`config.mk`:
```
export PLATFORM = sky130hd
export DESIGN_NAME = pattern_det_ctrl
export DESIGN_NICKNAME = d
export VERILOG_FILES = /design/src/rtl/pattern_det_pkg.sv /design/src/rtl/pattern_det_core.sv /design/src/rtl/pattern_det_ctrl.sv
export SDC_FILE = /design/constraint.sdc
export NUM_CORES = 1
export LEC_CHECK = 0
export CORE_MARGIN = 4
export CORE_UTILIZATION = 53
export DETAILED_ROUTE_END_ITERATION = 10
export PLACE_DENSITY_LB_ADDON = 0.05
export SYNTH_ARGS = -nofsm -noshare
export SYNTH_HDL_FRONTEND = slang
export SYNTH_SLANG_ARGS = --single-unit
```
`constraint.sdc`:
```
create_clock -name clk -period 2.59 [get_ports clk]
set_clock_uncertainty 0.2 [all_clocks]
set_input_delay 0.518 -clock clk [delete_from_list [all_inputs] [get_ports clk]]
set_output_delay 0.518 -clock clk [all_outputs]
set_load 0.02 [all_outputs]
```
`src/rtl/pattern_det_pkg.sv`:
```
// Shared definitions for the programmable serial pattern detector:
// controller state encoding and the pattern-length validity rule.
package pattern_det_pkg;

  typedef enum logic [1:0] {
    ST_IDLE = 2'd0,
    ST_RUN  = 2'd1,
    ST_DONE = 2'd2
  } state_e;

  // A length can be armed only if it selects at least one bit and fits the pattern register.
  function automatic logic len_valid(input int len, input int pat_w);
    return (len >= 1) && (len <= pat_w);
  endfunction

endpackage

```
`src/rtl/pattern_det_core.sv`:
```
// Mealy detection engine: history shift register, fill counter and the
// compare of the newest len bits (history plus the live bit) against the pattern.
module pattern_det_core
  import pattern_det_pkg::*;
#(
  parameter int PAT_W = 5,
  localparam int LEN_W = $clog2(PAT_W + 1)
) (
  input  logic             clk,
  input  logic             rst,
  input  logic             clear,
  input  logic             en,
  input  logic             overlap,
  input  logic             signal,
  input  logic [PAT_W-1:0] pattern,
  input  logic [LEN_W-1:0] len,
  output logic             match
);

  logic [PAT_W-1:0] hist_q, hist_d;
  logic [LEN_W-1:0] fill_q, fill_d;
  logic [PAT_W:0]   window_s;
  logic [PAT_W:0]   pat_ext_s;
  logic [PAT_W:0]   mask_s;
  logic             fill_ok_s;

  // Match compare; window bit len-1 is the oldest bit of the candidate, aligned with pattern[len-1].
  always_comb begin
    window_s  = {hist_q, signal};
    pat_ext_s = {1'b0, pattern};
    mask_s    = '0;
    for (int i = 0; i <= PAT_W; i++) begin
      mask_s[i] = (i < int'(len));
    end
    fill_ok_s = ({1'b0, fill_q} + {{LEN_W{1'b0}}, 1'b1}) >= {1'b0, len};
    match     = fill_ok_s && (((window_s ^ pat_ext_s) & mask_s) == '0);
  end

  // History/fill next state: a non-overlapping match restarts the search from empty.
  always_comb begin
    hist_d = hist_q;
    fill_d = fill_q;
    if (clear) begin
      hist_d = '0;
      fill_d = '0;
    end else if (en) begin
      if (match && !overlap) begin
        hist_d = '0;
        fill_d = '0;
      end else begin
        hist_d = window_s[PAT_W-1:0];
        if (fill_q < LEN_W'(PAT_W)) begin
          fill_d = fill_q + LEN_W'(1);
        end else begin
          fill_d = fill_q;
        end
      end
    end else begin
      hist_d = hist_q;
      fill_d = fill_q;
    end
  end

  // History and fill registers.
  always_ff @(posedge clk) begin
    if (!rst) begin
      hist_q <= '0;
      fill_q <= '0;
    end else begin
      hist_q <= hist_d;
      fill_q <= fill_d;
    end
  end

endmodule

```
`src/rtl/pattern_det_ctrl.sv`:
```
// Pattern-detection controller: configuration registers, IDLE/RUN/DONE FSM
// and saturating match counter around the pattern_det_core engine.
module pattern_det_ctrl
  import pattern_det_pkg::*;
#(
  parameter int               PAT_W   = 5,
  parameter int               CNT_W   = 8,
  parameter logic [PAT_W-1:0] RST_PAT = 5'b11011,
  localparam int              LEN_W   = $clog2(PAT_W + 1)
) (
  input  logic             clk,
  input  logic             rst,
  input  logic             cfg_we,
  input  logic [PAT_W-1:0] cfg_pattern,
  input  logic [LEN_W-1:0] cfg_len,
  input  logic             cfg_overlap,
  input  logic [CNT_W-1:0] cfg_target,
  input  logic             start,
  input  logic             abort,
  input  logic             signal,
  output logic             out,
  output logic [CNT_W-1:0] match_cnt,
  output logic             busy,
  output logic             done
);

  state_e           state_q, state_d;
  logic [PAT_W-1:0] pat_q;
  logic [LEN_W-1:0] len_q;
  logic             ovl_q;
  logic [CNT_W-1:0] tgt_q;
  logic [CNT_W-1:0] cnt_q, cnt_d;
  logic [CNT_W-1:0] cnt_inc_s;
  logic             busy_q, done_q;
  logic             match_s;
  logic             len_ok_s;
  logic             enter_run_s;
  logic             run_s;
  logic             hit_s;

  assign len_ok_s    = len_valid(32'(len_q), PAT_W);
  assign run_s       = (state_q == ST_RUN);
  assign hit_s       = run_s && match_s && !abort;
  assign cnt_inc_s   = (&cnt_q) ? cnt_q : cnt_q + CNT_W'(1);
  assign enter_run_s = (state_q != ST_RUN) && (state_d == ST_RUN);

  pattern_det_core #(
    .PAT_W (PAT_W)
  ) u_core (
    .clk     (clk),
    .rst     (rst),
    .clear   (enter_run_s),
    .en      (run_s && !abort),
    .overlap (ovl_q),
    .signal  (signal),
    .pattern (pat_q),
    .len     (len_q),
    .match   (match_s)
  );

  // State register; busy/done are registered from the next state so they align with it.
  always_ff @(posedge clk) begin
    if (!rst) begin
      state_q <= ST_IDLE;
      busy_q  <= 1'b0;
      done_q  <= 1'b0;
    end else begin
      state_q <= state_d;
      busy_q  <= (state_d == ST_RUN);
      done_q  <= (state_d == ST_DONE);
    end
  end

  // Next-state logic; abort beats both a match and a restart.
  always_comb begin
    state_d = state_q;
    case (state_q)
      ST_IDLE: begin
        if (start && len_ok_s) state_d = ST_RUN;
        else                   state_d = ST_IDLE;
      end
      ST_RUN: begin
        if (abort)                                                      state_d = ST_IDLE;
        else if (match_s && (tgt_q != '0) && (cnt_inc_s == tgt_q))      state_d = ST_DONE;
        else                                                            state_d = ST_RUN;
      end
      ST_DONE: begin
        if (abort)                  state_d = ST_IDLE;
        else if (start && len_ok_s) state_d = ST_RUN;
        else                        state_d = ST_DONE;
      end
      default: state_d = ST_IDLE;
    endcase
  end

  // Outputs: zero-latency match indication and next counter value.
  always_comb begin
    out   = 1'b0;
    cnt_d = cnt_q;
    if (hit_s) out = 1'b1;
    else       out = 1'b0;
    if (enter_run_s) cnt_d = '0;
    else if (hit_s)  cnt_d = cnt_inc_s;
    else             cnt_d = cnt_q;
  end

  // Match counter.
  always_ff @(posedge clk) begin
    if (!rst) begin
      cnt_q <= '0;
    end else begin
      cnt_q <= cnt_d;
    end
  end

  // Configuration registers, writable only while detection is not running.
  always_ff @(posedge clk) begin
    if (!rst) begin
      pat_q <= RST_PAT;
      len_q <= LEN_W'(PAT_W);
      ovl_q <= 1'b0;
      tgt_q <= '0;
    end else if (cfg_we && !run_s) begin
      pat_q <= cfg_pattern;
      len_q <= cfg_len;
      ovl_q <= cfg_overlap;
      tgt_q <= cfg_target;
    end else begin
      pat_q <= pat_q;
      len_q <= len_q;
      ovl_q <= ovl_q;
      tgt_q <= tgt_q;
    end
  end

  assign match_cnt = cnt_q;
  assign busy      = busy_q;
  assign done      = done_q;

endmodule
```
==> impl_metrics.json <==
{
  "outcome": "finished with violations",
  "violations": "setup timing",
  "synth_nets": 289,
  "antenna_cells": 0,
  "fin_ws_ns": -0.0342,
  "first_pass_iters": 5,
  "power_mw": 1.23,
  "cp_cell_sequence": "ha_4, xor2_2, ha_1, a221o_1, and3_4, buf_6",
  "numPortBuffers": 33,
  "grt_pass1_wl_microns": 8640,
  "whs_ns": 0.260,
  "postSynthAreaPerCell_sq_um": 7.90,
  "final.setup.tns_ns": -0.0342,
  "peakVddDrop_v": 0.000371,
  "critPathMaxFanout": 2,
  "cp_slowest_cell": "a221o_1",
  "numCtsBuffers": 5,
  "synth-seq-cells": 37,
  "muxShareOfSynthArea_pct": 0.486,
  "grt_max_degree": 17,
  "clock_latency_ns": 0.28,
  "cts_hold_buf": 0,
  "rrSetupSlack_ns": 0.20,
  "track_usage_pct": 21.2,
  "die_h_microns": 70.4,
  "ios": 34,
  "worstPathArrival_ns": 1.91,
  "max_freq_ghz": 0.381,
  "antenna_found_initial": 0,
  "drt_iter0_markers": 230,
  "synth_area_sq_mm": 0.00206,
  "rsz0062_at_grt": "yes",
  "wl_microns": 5220,
  "reg2reg_from": "u_core.fill_q[1]",
  "hold_class": "reg2reg",
  "place.gp.congestion": 0.911,
  "drtAntennaViolNets": 0,
  "slew_headroom_pct": 63.2,
  "synth-compound-area-share_pct": 22.0,
  "power_leakage_nw": 1.02,
  "synthAdderAreaFrac_pct": 3.04,
  "period_share_pct": 101,
  "start_util_pct": 55.5,
  "globalRoute.totalOverflow": 0,
  "htreeDepth": 2,
  "drc": 0,
  "p_per_area_mw_per_mm2": 447,
  "root_buffer": "clkbuf_8",
  "worstSetupEndpointType": "output pin",
  "grt_pass1_vias": 1814,
  "avgViaCountPerCell": 5.82,
  "cts_tree": "done",
  "synthSimpleGateAreaFrac_pct": 28.8,
  "final_nets": 342,
  "r2r_end": "u_core.fill_q[1]",
  "ys_warn_count": 0,
  "floorplan.die_area_sq_mm": 0.00495,
  "clockBufferDepth": 2,
  "ff2ff_path_depth": 10,
  "wl_per_cell_microns": 14.4,
  "ys.flop_type": "dfxtp_1",
  "clock-sinks": 37,
  "ys_seq_area_share_pct": 35.9,
  "synth-edff-count": 0,
  "drive_above_1_share_pct": 15.9,
  "synth.distinct_cells": 47,
  "maxCapViolCount": 0,
  "setup_violations": 1,
  "cpPeakStageDelay_ns": 0.37,
  "finalCriticalPeriod_ns": 2.62,
  "netlist.area_leader.share_pct": 35.9,
  "place_hpwl_microns": 3690,
  "num_vias": 2106,
  "synthCells": 261,
  "path_clk_slew_ns": 0.07,
  "fin_util_pct": 73.8,
  "area_growth_pct": 33.1,
  "synthTopCellsByArea": "dfxtp_1, nand2_1, a21oi_1, nand3_1, xnor2_1",
  "worst_pin_slew_ns": 0.551,
  "critPathLaunchType": "flip-flop",
  "finish.instance_area_sq_mm": 0.00274,
  "core.rowCount": 22,
  "synth_top_family_by_area": "simple AND/OR/NAND/NOR gates",
  "slew_viol_final": 0,
  "yosys.area.top_type": "dfxtp_1",
  "yosysMostFrequentCell": "nand2_1",
  "synthTopCellsByCount": "nand2_1, dfxtp_1, a21oi_1",
  "floorplan.die.width_microns": 70.4,
  "crit_start": "u_core.fill_q[1]",
  "place_area_sq_mm": 0.00256,
  "crit_required_ns": 1.87,
  "holdPathStages": 2,
  "hold_path_end": "ovl_q",
  "min-delay-start": "ovl_q",
  "synthXorXnorAreaFrac_pct": 5.53,
  "hold_viol_final": 0,
  "synth-async-reset-ratio_pct": 0,
  "core_sq_mm": 0.00372,
  "crit_type": "reg2out"
}
[routing by layer]
layer	track usage, %	routed length, microns	vias to the layer above
li1	-	-	1044
met1	31.3	2630	966
met2	31.2	2190	85
met3	3.88	332	11
met4	6.17	70	0
met5	0	0	-
[final cells by class]
cell class	instances	area (sq um)
multi-input combinational	205	1300
fill	317	973
sequential	37	743
timing repair buffer	60	538
clock buffer	7	86.3
tap	48	60.1
inverter	5	18.8
[how the worst max path moves through the flow]
stage                     slack (ns)  end
after CTS                      -0.02  out
final                          -0.03  out
after global placement         -0.44  out
after detailed placement       -0.44  out
after global routing           -0.08  out
after floorplan                  0.1  out
[timing repair]
item,in CTS,in global routing
setup endpoints to repair,1,3
resized for setup,15,1
setup buffers,1,3
pin swaps,2,1
[critical path: cells and delay by family (launching register included)]
family / cells / cell delay, ns
xor gates and xnor gates: 1 / 0.14
and+or+nand+nor: 1 / 0.20
buffers and inverters: 1 / 0.12
adders and majority gates: 2 / 0.45
DFF: 1 / 0.34
AOI/OAI and AO/OA: 1 / 0.37
[sequential cells by signal, summed over array words and instances (netlist names)]
register       flops
pat_q              5
u_core.fill_q      3
match_cnt          8
busy               1
ovl_q              1
done               1
len_q              3
state_q            2
u_core.hist_q      5
tgt_q              8
[placed cells by master, fill, tap and decap left out, types with 4 or more instances in the layout]
cell type,n
a211oi_1,4
a21boi_0,11
a21oi_1,20
buf_4,26
clkbuf_8,6
clkdlybuf4s50_1,32
dfxtp_1,35
inv_1,5
nand2_1,49
nand3_1,19
nor2_1,16
o21ai_0,11
or3_1,5
xnor2_1,10
[through the flow]
stage,worst slack [ns],instances
3_5_place_dp,-0.442,351
2_1_floorplan,0.0998,261
5_1_grt,-0.0816,362
6_report,-0.0342,362
3_3_place_gp,-0.437,351
4_1_cts,-0.0241,359
[report_power, final]
group | leakage (nW) | internal [mW] | switching (mW)
clock network | 0.0443 | 0.211 | 0.190
registers | 0.303 | 0.593 | 0.0211
logic | 0.673 | 0.111 | 0.0996
[kinds of logic (layout without fill, tap and decap cells)]
family,Yosys count,count (layout)
flops,37,37
xor+xnor,13,13
buf+inv,19,72
compound gates,67,67
fa+ha+maj,5,5
simple gates,119,119
mux,1,1
No activity file was read; power rests on OpenSTA's default activity.
